===== src/rtl/mem_ctrl_m1_if.sv =====
// LSU request/response and external memory bus bundle for mem_ctrl_m1.
// The slave modport is the controller; the master modport is the LSU plus memory side.
interface mem_ctrl_m1_if;
  logic [14:0] mem_address_in;
  logic [1:0]  mem_mask_in;
  logic [1:0]  mem_read_fnc_type;
  logic [15:0] mem_data_in;
  logic [1:0]  mem_mode;
  logic        mem_enable;
  logic [3:0]  mem_wb_dest;
  logic        mem_input_ready;
  logic [15:0] mem_data_out;
  logic [3:0]  mem_wb_dest_out;
  logic        mem_read_ack;
  logic        mem_available;
  logic        mem_idle;
  logic        bus_req;
  logic        bus_we;
  logic [14:0] bus_addr;
  logic [1:0]  bus_be;
  logic [15:0] bus_wdata;
  logic [15:0] bus_rdata;
  logic        bus_ack;
  logic        bus_err;

  modport master (
    output mem_address_in, mem_mask_in, mem_read_fnc_type, mem_data_in, mem_mode,
           mem_enable, mem_wb_dest, mem_input_ready, bus_rdata, bus_ack,
    input  mem_data_out, mem_wb_dest_out, mem_read_ack, mem_available, mem_idle,
           bus_req, bus_we, bus_addr, bus_be, bus_wdata, bus_err
  );

  modport slave (
    input  mem_address_in, mem_mask_in, mem_read_fnc_type, mem_data_in, mem_mode,
           mem_enable, mem_wb_dest, mem_input_ready, bus_rdata, bus_ack,
    output mem_data_out, mem_wb_dest_out, mem_read_ack, mem_available, mem_idle,
           bus_req, bus_we, bus_addr, bus_be, bus_wdata, bus_err
  );
endinterface


===== src/rtl/mem_ctrl_m1.sv =====
// In-order LSU data-side memory controller with a single-outstanding req/ack bus.
// Optional bus watchdog enabled by defining MEMCTL_M1_TIMEOUT_EN.
//
// state    | meaning
// ---------+---------------------------------------------------------
// ST_IDLE  | waiting for a queued request at the head
// ST_ISSUE | bus transaction outstanding, bus_* held until bus_ack
// ST_RESP  | read response presented to LSU until mem_input_ready
// ST_FENCE | queue and bus drained, retire fence in one cycle
module mem_ctrl_m1 #(
  parameter int QUEUE_DEPTH    = 4,
  parameter int TIMEOUT_CYCLES = 255
) (
  input logic          clk,
  input logic          async_rst_n,
  input logic          clk_en,
  mem_ctrl_m1_if.slave mif
);
  localparam int AW = $clog2(QUEUE_DEPTH);

  localparam logic [1:0] ST_IDLE  = 2'd0;
  localparam logic [1:0] ST_ISSUE = 2'd1;
  localparam logic [1:0] ST_RESP  = 2'd2;
  localparam logic [1:0] ST_FENCE = 2'd3;

  typedef struct packed {
    logic [14:0] addr;
    logic [1:0]  mask;
    logic [1:0]  fnc;
    logic [15:0] data;
    logic [1:0]  mode;
    logic [3:0]  dest;
  } req_t;

  req_t          fifo [QUEUE_DEPTH];
  req_t          head;
  logic [AW-1:0] wr_ptr, rd_ptr;
  logic [AW:0]   count;
  logic          full, empty, push, pop;
  logic [1:0]    state;
  logic          tmo_hit;

  logic          bus_req_q, bus_we_q;
  logic [14:0]   bus_addr_q;
  logic [1:0]    bus_be_q;
  logic [15:0]   bus_wdata_q;
  logic          rack_q;
  logic [15:0]   rdata_q;
  logic [3:0]    rdest_q;

  function automatic logic [15:0] extend(input logic [15:0] w, input logic [1:0] mask,
                                         input logic [1:0] fnc);
    logic [7:0] b;
    b = (mask == 2'b10) ? w[15:8] : w[7:0];
    if (fnc[1])      return w;
    else if (fnc[0]) return {{8{b[7]}}, b};
    else             return {8'h00, b};
  endfunction

  assign head  = fifo[rd_ptr];
  assign full  = (count == (AW+1)'(QUEUE_DEPTH));
  assign empty = (count == '0);
  assign push  = clk_en && mif.mem_enable && !full;
  assign pop   = clk_en && (((state == ST_ISSUE) && (mif.bus_ack || tmo_hit)) ||
                            (state == ST_FENCE));

  always_ff @(posedge clk) begin
    if (push) begin
      fifo[wr_ptr] <= '{addr: mif.mem_address_in, mask: mif.mem_mask_in,
                        fnc: mif.mem_read_fnc_type, data: mif.mem_data_in,
                        mode: mif.mem_mode, dest: mif.mem_wb_dest};
    end
  end

  // A pop never frees a slot for the same cycle's push; availability is count-based only.
  always_ff @(posedge clk or negedge async_rst_n) begin
    if (!async_rst_n) begin
      wr_ptr <= '0;
      rd_ptr <= '0;
      count  <= '0;
    end else begin
      if (push) wr_ptr <= wr_ptr + 1'b1;
      if (pop)  rd_ptr <= rd_ptr + 1'b1;
      case ({push, pop})
        2'b10:   count <= count + 1'b1;
        2'b01:   count <= count - 1'b1;
        default: count <= count;
      endcase
    end
  end

  always_ff @(posedge clk or negedge async_rst_n) begin
    if (!async_rst_n) begin
      state       <= ST_IDLE;
      bus_req_q   <= 1'b0;
      bus_we_q    <= 1'b0;
      bus_addr_q  <= '0;
      bus_be_q    <= '0;
      bus_wdata_q <= '0;
      rack_q      <= 1'b0;
      rdata_q     <= '0;
      rdest_q     <= '0;
    end else if (clk_en) begin
      case (state)
        ST_IDLE: begin
          if (!empty) begin
            if (head.mode[1]) begin
              state <= ST_FENCE;
            end else begin
              state       <= ST_ISSUE;
              bus_req_q   <= 1'b1;
              bus_we_q    <= head.mode[0];
              bus_addr_q  <= head.addr;
              bus_be_q    <= head.mask;
              bus_wdata_q <= head.data;
            end
          end
        end
        ST_ISSUE: begin
          if (mif.bus_ack || tmo_hit) begin
            bus_req_q <= 1'b0;
            bus_we_q  <= 1'b0;
            if (head.mode[0]) begin
              state <= ST_IDLE;
            end else begin
              state   <= ST_RESP;
              rack_q  <= 1'b1;
              rdata_q <= tmo_hit ? 16'hDEAD : extend(mif.bus_rdata, head.mask, head.fnc);
              rdest_q <= head.dest;
            end
          end
        end
        ST_RESP: begin
          if (mif.mem_input_ready) begin
            rack_q <= 1'b0;
            state  <= ST_IDLE;
          end
        end
        ST_FENCE: state <= ST_IDLE;
        default:  state <= ST_IDLE;
      endcase
    end
  end

`ifdef MEMCTL_M1_TIMEOUT_EN
  localparam int TW = ($clog2(TIMEOUT_CYCLES + 1) > 8) ? $clog2(TIMEOUT_CYCLES + 1) : 8;
  logic [TW-1:0] tmr;
  logic          err_q;

  // Reloaded while idle so each transaction gets exactly TIMEOUT_CYCLES request cycles.
  assign tmo_hit = (state == ST_ISSUE) && !mif.bus_ack && (tmr == '0);

  always_ff @(posedge clk or negedge async_rst_n) begin
    if (!async_rst_n) begin
      tmr   <= '0;
      err_q <= 1'b0;
    end else if (clk_en) begin
      if (state == ST_IDLE)
        tmr <= TW'(TIMEOUT_CYCLES - 1);
      else if ((state == ST_ISSUE) && (tmr != '0))
        tmr <= tmr - 1'b1;
      if (tmo_hit) err_q <= 1'b1;
    end
  end
  assign mif.bus_err = err_q;
`else
  assign tmo_hit     = 1'b0;
  assign mif.bus_err = 1'b0;
`endif

  assign mif.bus_req         = bus_req_q;
  assign mif.bus_we          = bus_we_q;
  assign mif.bus_addr        = bus_addr_q;
  assign mif.bus_be          = bus_be_q;
  assign mif.bus_wdata       = bus_wdata_q;
  assign mif.mem_read_ack    = rack_q;
  assign mif.mem_data_out    = rdata_q;
  assign mif.mem_wb_dest_out = rdest_q;
  assign mif.mem_available   = !full;
  assign mif.mem_idle        = empty && (state == ST_IDLE);
endmodule


===== src/flat_wrapper.sv =====
// flat-port wrapper written by rule: the top's interface ports become plain ports
module mem_ctrl_m1_flat 
#(
  parameter int QUEUE_DEPTH    = 4,
  parameter int TIMEOUT_CYCLES = 255
)
  (clk, async_rst_n, clk_en, mif_mem_address_in, mif_mem_mask_in, mif_mem_read_fnc_type, mif_mem_data_in, mif_mem_mode, mif_mem_enable, mif_mem_wb_dest, mif_mem_input_ready, mif_bus_rdata, mif_bus_ack, mif_mem_data_out, mif_mem_wb_dest_out, mif_mem_read_ack, mif_mem_available, mif_mem_idle, mif_bus_req, mif_bus_we, mif_bus_addr, mif_bus_be, mif_bus_wdata, mif_bus_err);
  mem_ctrl_m1_if mif_i ();
  input logic clk;
  input logic async_rst_n;
  input logic clk_en;
  input wire logic [$bits(mif_i.mem_address_in)-1:0] mif_mem_address_in;
  input wire logic [$bits(mif_i.mem_mask_in)-1:0] mif_mem_mask_in;
  input wire logic [$bits(mif_i.mem_read_fnc_type)-1:0] mif_mem_read_fnc_type;
  input wire logic [$bits(mif_i.mem_data_in)-1:0] mif_mem_data_in;
  input wire logic [$bits(mif_i.mem_mode)-1:0] mif_mem_mode;
  input wire logic [$bits(mif_i.mem_enable)-1:0] mif_mem_enable;
  input wire logic [$bits(mif_i.mem_wb_dest)-1:0] mif_mem_wb_dest;
  input wire logic [$bits(mif_i.mem_input_ready)-1:0] mif_mem_input_ready;
  input wire logic [$bits(mif_i.bus_rdata)-1:0] mif_bus_rdata;
  input wire logic [$bits(mif_i.bus_ack)-1:0] mif_bus_ack;
  output wire logic [$bits(mif_i.mem_data_out)-1:0] mif_mem_data_out;
  output wire logic [$bits(mif_i.mem_wb_dest_out)-1:0] mif_mem_wb_dest_out;
  output wire logic [$bits(mif_i.mem_read_ack)-1:0] mif_mem_read_ack;
  output wire logic [$bits(mif_i.mem_available)-1:0] mif_mem_available;
  output wire logic [$bits(mif_i.mem_idle)-1:0] mif_mem_idle;
  output wire logic [$bits(mif_i.bus_req)-1:0] mif_bus_req;
  output wire logic [$bits(mif_i.bus_we)-1:0] mif_bus_we;
  output wire logic [$bits(mif_i.bus_addr)-1:0] mif_bus_addr;
  output wire logic [$bits(mif_i.bus_be)-1:0] mif_bus_be;
  output wire logic [$bits(mif_i.bus_wdata)-1:0] mif_bus_wdata;
  output wire logic [$bits(mif_i.bus_err)-1:0] mif_bus_err;
  assign mif_i.mem_address_in = mif_mem_address_in;
  assign mif_i.mem_mask_in = mif_mem_mask_in;
  assign mif_i.mem_read_fnc_type = mif_mem_read_fnc_type;
  assign mif_i.mem_data_in = mif_mem_data_in;
  assign mif_i.mem_mode = mif_mem_mode;
  assign mif_i.mem_enable = mif_mem_enable;
  assign mif_i.mem_wb_dest = mif_mem_wb_dest;
  assign mif_i.mem_input_ready = mif_mem_input_ready;
  assign mif_i.bus_rdata = mif_bus_rdata;
  assign mif_i.bus_ack = mif_bus_ack;
  assign mif_mem_data_out = mif_i.mem_data_out;
  assign mif_mem_wb_dest_out = mif_i.mem_wb_dest_out;
  assign mif_mem_read_ack = mif_i.mem_read_ack;
  assign mif_mem_available = mif_i.mem_available;
  assign mif_mem_idle = mif_i.mem_idle;
  assign mif_bus_req = mif_i.bus_req;
  assign mif_bus_we = mif_i.bus_we;
  assign mif_bus_addr = mif_i.bus_addr;
  assign mif_bus_be = mif_i.bus_be;
  assign mif_bus_wdata = mif_i.bus_wdata;
  assign mif_bus_err = mif_i.bus_err;
  mem_ctrl_m1 #(.QUEUE_DEPTH(QUEUE_DEPTH), .TIMEOUT_CYCLES(TIMEOUT_CYCLES)) u_core (.clk(clk), .async_rst_n(async_rst_n), .clk_en(clk_en), .mif(mif_i));
endmodule

===== config.mk =====
export PLATFORM = sky130hd
export DESIGN_NAME = mem_ctrl_m1_flat
export DESIGN_NICKNAME = d
export VERILOG_FILES = /design/src/rtl/mem_ctrl_m1_if.sv /design/src/rtl/mem_ctrl_m1.sv /design/src/flat_wrapper.sv
export SDC_FILE = /design/constraint.sdc
export NUM_CORES = 1
export LEC_CHECK = 0
export ABC_AREA = 1
export BUFFER_PORTS_ARGS = -buffer_cell sky130_fd_sc_hd__buf_2
export CORE_MARGIN = 1.5
export CORE_UTILIZATION = 55
export CTS_CLUSTER_SIZE = 16
export DETAILED_ROUTE_END_ITERATION = 7
export PLACE_DENSITY = 0.79
export RECOVER_POWER = 25
export SYNTH_ARGS = -nofsm -noshare
export SYNTH_HDL_FRONTEND = slang
export SYNTH_SLANG_ARGS = --single-unit

===== constraint.sdc =====
create_clock -name clk -period 3.6 [get_ports clk]
set_input_delay 0.36 -clock clk [delete_from_list [all_inputs] [get_ports clk]]
set_output_delay 0.36 -clock clk [all_outputs]
set_load 0.005 [all_outputs]

# Word level (Yosys, flattened, before mapping)
# Memory sizes are Yosys's and may differ from the RTL's.
# Index checks and enable logic that the tools add are counted.
# totals
ff_bits	65
out_inout_bits	59
input_bits	63
mem_count	1
latchBits	0
mem_bits_rw	164
mem_bits_ro	0
# memory_table
name	depth	word_bits	rd	rd_clocked_by_memory_dff	wr	line	rtl
u_core.fifo	4	41	1	0	1	mem_ctrl_m1.sv:35	req_t fifo [QUEUE_DEPTH];
# op_classes
n_eq_ne	12
mux	23
shifts	0
n_reduce_logical	17
n_addsub	4
bitwise	3
n_mul	0
n_div	0
n_lt_le_gt_ge	0
# ops
cell	count
two-way mux 16 bit	2
AND reduction 4 bit	3
two-way mux 1 bit	10
two-way mux 2 bit	5
inequality test 2 bit, second input constant	5
AND reduction 5 bit	2
equality test 2 bit, second input constant	4
two-way mux 8 bit	1
one-hot mux 2 bit (4 select lines)	1
one-hot mux 1 bit (2 select lines)	3
one-hot mux 3 bit (2 select lines)	1
nonzero test 2 bit	3
logical AND 1 bit	5
adder 2 x 1 -> 2 bit, second input constant	2
equality test 2 x 1 -> 1 bit, second input constant	2
adder 3 x 1 -> 3 bit, second input constant	1
equality test 3 bit, second input constant	1
zero test 3 bit	1
inverter 1 bit	3
subtractor 3 x 1 -> 3 bit, second input constant	1
zero test 2 bit	1
zero test 1 bit	1
logical OR 1 bit	1

# Logic depth before layout (Yosys ltp)
# depth
depth_word	6
ltp_mapped	10
mapped_depth_nobuf	10

# Least setup slack after synthesis
# OpenSTA, ideal clock, no wires.
# synth_path
path_type	reg-to-reg
start	register u_core.count[0]
end	memory u_core.fifo[0][0] in the netlist's numbering (enable)
required_ps	3160
slack_ps	637
arrival_time_ps	2523
stages_incl_launch_ff	5
setup_time_ps	440
period_less_slack_ps	2963
cell_sequence	dfrtp_1 inv_2 nand3_1 nand3_1 nor2_1
# synth_via
elab_chain_cells	5
# synth_rtl
element	line	rtl
from (decl)	mem_ctrl_m1.sv:38	logic [AW:0] count;
from (signal assigned)	mem_ctrl_m1.sv:85	2'b10: count <= count + 1'b1;
from (signal assigned)	mem_ctrl_m1.sv:86	2'b01: count <= count - 1'b1;
from (signal assigned)	mem_ctrl_m1.sv:87	default: count <= count;
equality test 3 bit	mem_ctrl_m1.sv:61	assign full = (count == (AW+1)'(QUEUE_DEPTH));
zero test 1 bit	--	
via mif_mem_available	flat_wrapper.sv:25	output wire logic [$bits(mif_i.mem_available)-1:0] mif_mem_available;
logical AND 1 bit	mem_ctrl_m1.sv:63	assign push = clk_en && mif.mem_enable && !full;
two-way mux 1 bit	mem_ctrl_m1.sv:68	if (push) begin
two-way mux 1 bit (not written as such)	mem_ctrl_m1.sv:69	fifo[wr_ptr] <= '{addr: mif.mem_address_in, mask: mif.mem_mask_in,
to (decl)	mem_ctrl_m1.sv:35	
# The timed path passes the listed nets, and every way through them passes these cells.

# Worst setup path in the final report
# layout_path
start	register u_core.count[0]
end	memory u_core.fifo[3][23] in the netlist's numbering (enable)
# layout_via
elab_chain_cells	5
# layout_rtl
element	line
equality test 3 bit	mem_ctrl_m1.sv:61
zero test 1 bit	mem_ctrl_m1.sv:63
logical AND 1 bit	mem_ctrl_m1.sv:63
two-way mux 1 bit	mem_ctrl_m1.sv:68
two-way mux 1 bit (not written as such)	mem_ctrl_m1.sv:69
# No other way between the ends.

==> summary.txt <==
Route
  – Post-Route WL: 18500 um
  – Drt pass-1 iters: 5
  – DR iter-0 viols: 455
  – Total number of vias: 5785
  – Post-route ant nets: 0
  – DRC errors left: 0
  – Wire per inst: 17.3 um
  – Vias/cell: 5.41

Timing
  – Setup TNS: 0 ps
  – Fin crit share: 66.5%
  – Final min period: 2400 ps
  – Setup Skew: 13.7 ps
  – Final hold viol count: 50
  – RSZ-0062 raised after global routing: no
  – Max Fclk: 417 MHz
  – Final Max Tran Viols: 0
  – Hold_ws: -15.7 ps
  – Slew headroom: 43.6%
  – Final setup vio count: 0
  – Slew @ Worst Pin: 846 ps
  – Setup WS post-layout: 1200 ps

Job
  – Max Cap Viol: 0

Cells and area
  – Fillers: 1228
  – Area grow syn2layout: 16.1%
  – Post-route insts no fill: 1070
  – Final #Nets: 902
  – Multi-input logic area: 0.00225 mm2
  – Design area: 0.0107 mm2
  – Antenna Cells: 0
  – Fraction of layout cells with a size suffix above 1: 22.0%
  – Register area: 0.00655 mm2
  – Post-Route Utilization: 64.9%

Placement
  – Worst slack, placed: 1200 ps
  – Detailed placement HPWL: 10800 um
  – Dpl cells: 1028
  – RePlAce Congestion: 0.842
  – IO buf count: 120
  – Area post-placement: 0.00999 mm2

Die
  – Core footprint: 0.0165 mm2
  – IO Count: 122
  – Number of placement rows: 47
  – Initial Utilization: 55.9%
  – DIE WIDTH: 132 um
  – Die footprint: 0.0175 mm2
  – Die Y: 132 um

Global routing
  – Largest net degree at the start of global routing: 67
  – Vias in the first global route: 5612
  – Global Route Usage Sum: 21.3%
  – Total gr overflow: 0
  – Initial antenna violation count: 0
  – First-pass GRT wire length: 29300 um

Synth
  – Mean Syn Cell Area: 12.9 um2
  – Synth Register Bits: 229
  – Synth top area share: 53.5%
  – Synth Warn #: 0
  – Synthesized Nets: 780
  – Largest area contributor in the synthesized netlist: edfxtp_1
  – Yosys cell types: 34
  – Asr flop ratio synth: 28.4%
  – Post-synth EDFFs: 164
  – Count leader, synth: edfxtp_1
  – Synth top cells by count: 164 x edfxtp_1, 98 x nor2_1, 80 x nand2_1
  – Ys flop type: edfxtp_1
  – Mapped Cells: 711
  – Post-synthesis sequential area ratio: 71.2%
  – Area contributors post-synth: edfxtp_1 53%, dfrtp_1 18%, o21ai_0 4.2%
  – Mapped cell area: 0.00921 mm2

CTS
  – Root buffer cell: clkbuf_16
  – Clock-pin slew on the worst setup and hold paths: 60 ps
  – Max clock buf depth: 3
  – CTS Buf Count: 23
  – CTS tree: done
  – Post-CTS sizing: 0
  – H-tree Lvls: 1
  – Post-CTS Hold Fix Bufs: 0
  – CTS Sinks: 229
  – Postcts setup bufs: 0
  – Worst skew pair latency: 500 ps

Worst setup path
  – Critical Path RT: 3790 ps
  – Kind of end point of the critical path: flip-flop
  – CP most frequent cell: nand3_1
  – Top delay family on crit path: simple AND/OR/NAND/NOR gates
  – Crit path kind: flip-flop to flip-flop
  – Crit path max fanout: 21
  – Worst path bufs/invs: 2
  – Crit path DAT: 2580 ps
  – Worst path cell trace: inv_2 -> nand3_1 -> nand3_1 -> nor2_4 -> buf_4
  – CP max stage cell: nor2_4
  – CP max stage delay: 760 ps
  – Startpoint type of the worst setup path: flip-flop

Run status
  – Status: finished, violations left
  – Failing checks: negative hold slack

Power
  – VDD IR max: 0.557 mV
  – Pwr/cell area: 823 mW/mm2
  – Total power: 8.80 mW
  – Pleak: 4.37 nW

Hold path
  – Hold Path Class: input pin to asynchronous set/reset pin
==> flip-flops by register name, indices dropped and copies added, names as in the netlist, 3 cells and up <==
register	count
u_core.fifo	164
u_core.mif.bus_wdata	16
u_core.mif.mem_data_out	16
u_core.mif.bus_addr	15
u_core.mif.mem_wb_dest_out	4
u_core.count	3
==> worst paths after layout <==
path,start,to,slack [ps],cells past startpoint
max,u_core.count[0]$_DFFE_PN0P_,u_core.fifo[3][23]$_DFFE_PP_,1200,5
min,async_rst_n,u_core.mif.bus_addr[14]$_DFFE_PN0P_,-20,1
max reg2reg,u_core.count[0]$_DFFE_PN0P_,u_core.fifo[3][23]$_DFFE_PP_,1200,5
min reg2reg,u_core.mif.mem_wb_dest_out[3]$_DFFE_PN0P_,u_core.mif.mem_wb_dest_out[3]$_DFFE_PN0P_,470,2
max in group asynchronous,async_rst_n,u_core.rd_ptr[1]$_DFFE_PN0P_,3030,1
min in group clk,mif_mem_wb_dest[0],u_core.fifo[1][0]$_DFFE_PP_,90,1
==> logic make-up after synthesis <==
kind of cell    Yosys count  synth area share, %
other cells               1               0.0407
fa+ha+maj                 6                0.897
flops                   229                 71.2
compound gates          127                 7.50
xor+xnor                  5                0.476
simple gates            222                 10.3
buf+inv                  89                 4.69
mux                      32                 4.93
==> cell type report <==
class	count	area share, %
Sequential cell	229	61.3
Multi-Input combinational cell	393	21.1
Timing Repair Buffer	131	6.11
Clock buffer	30	5.91
Tap cell	220	2.58
Inverter	55	1.93
Clock inverter	12	1.05
==> routing by layer <==
layer | share of wire (%) | vias up | GRT usage [%]
li1 | - | 2723 | -
met1 | 43 | 2811 | 30.2
met2 | 47 | 227 | 34.4
met3 | 8.4 | 24 | 4.58
met4 | 1.6 | 0 | 4.46
met5 | 0 | - | 0
==> cells in the final DEF, fill, tap and decap left out, drive strengths merged, types with 2 or more instances in the layout <==
cell type and count:
a21oi 10, buf 95, bufinv 2, clkbuf 66
clkinv 8, dfrtp 65, edfxtp 164, ha 5
inv 56, mux2 32, nand2 85, nand3 31
nand4 2, nor2 103, o21ai 79, o22ai 36
xor2 4
==> power breakdown <==
| part | internal [mW] | leakage [nW] | switching, mW |
|---|---|---|---|
| registers | 3.40 | 2.26 | 0.299 |
| clock network | 1.38 | 0.367 | 0.953 |
| logic | 1.12 | 1.75 | 1.65 |
Power figures use the tool's default switching activity.
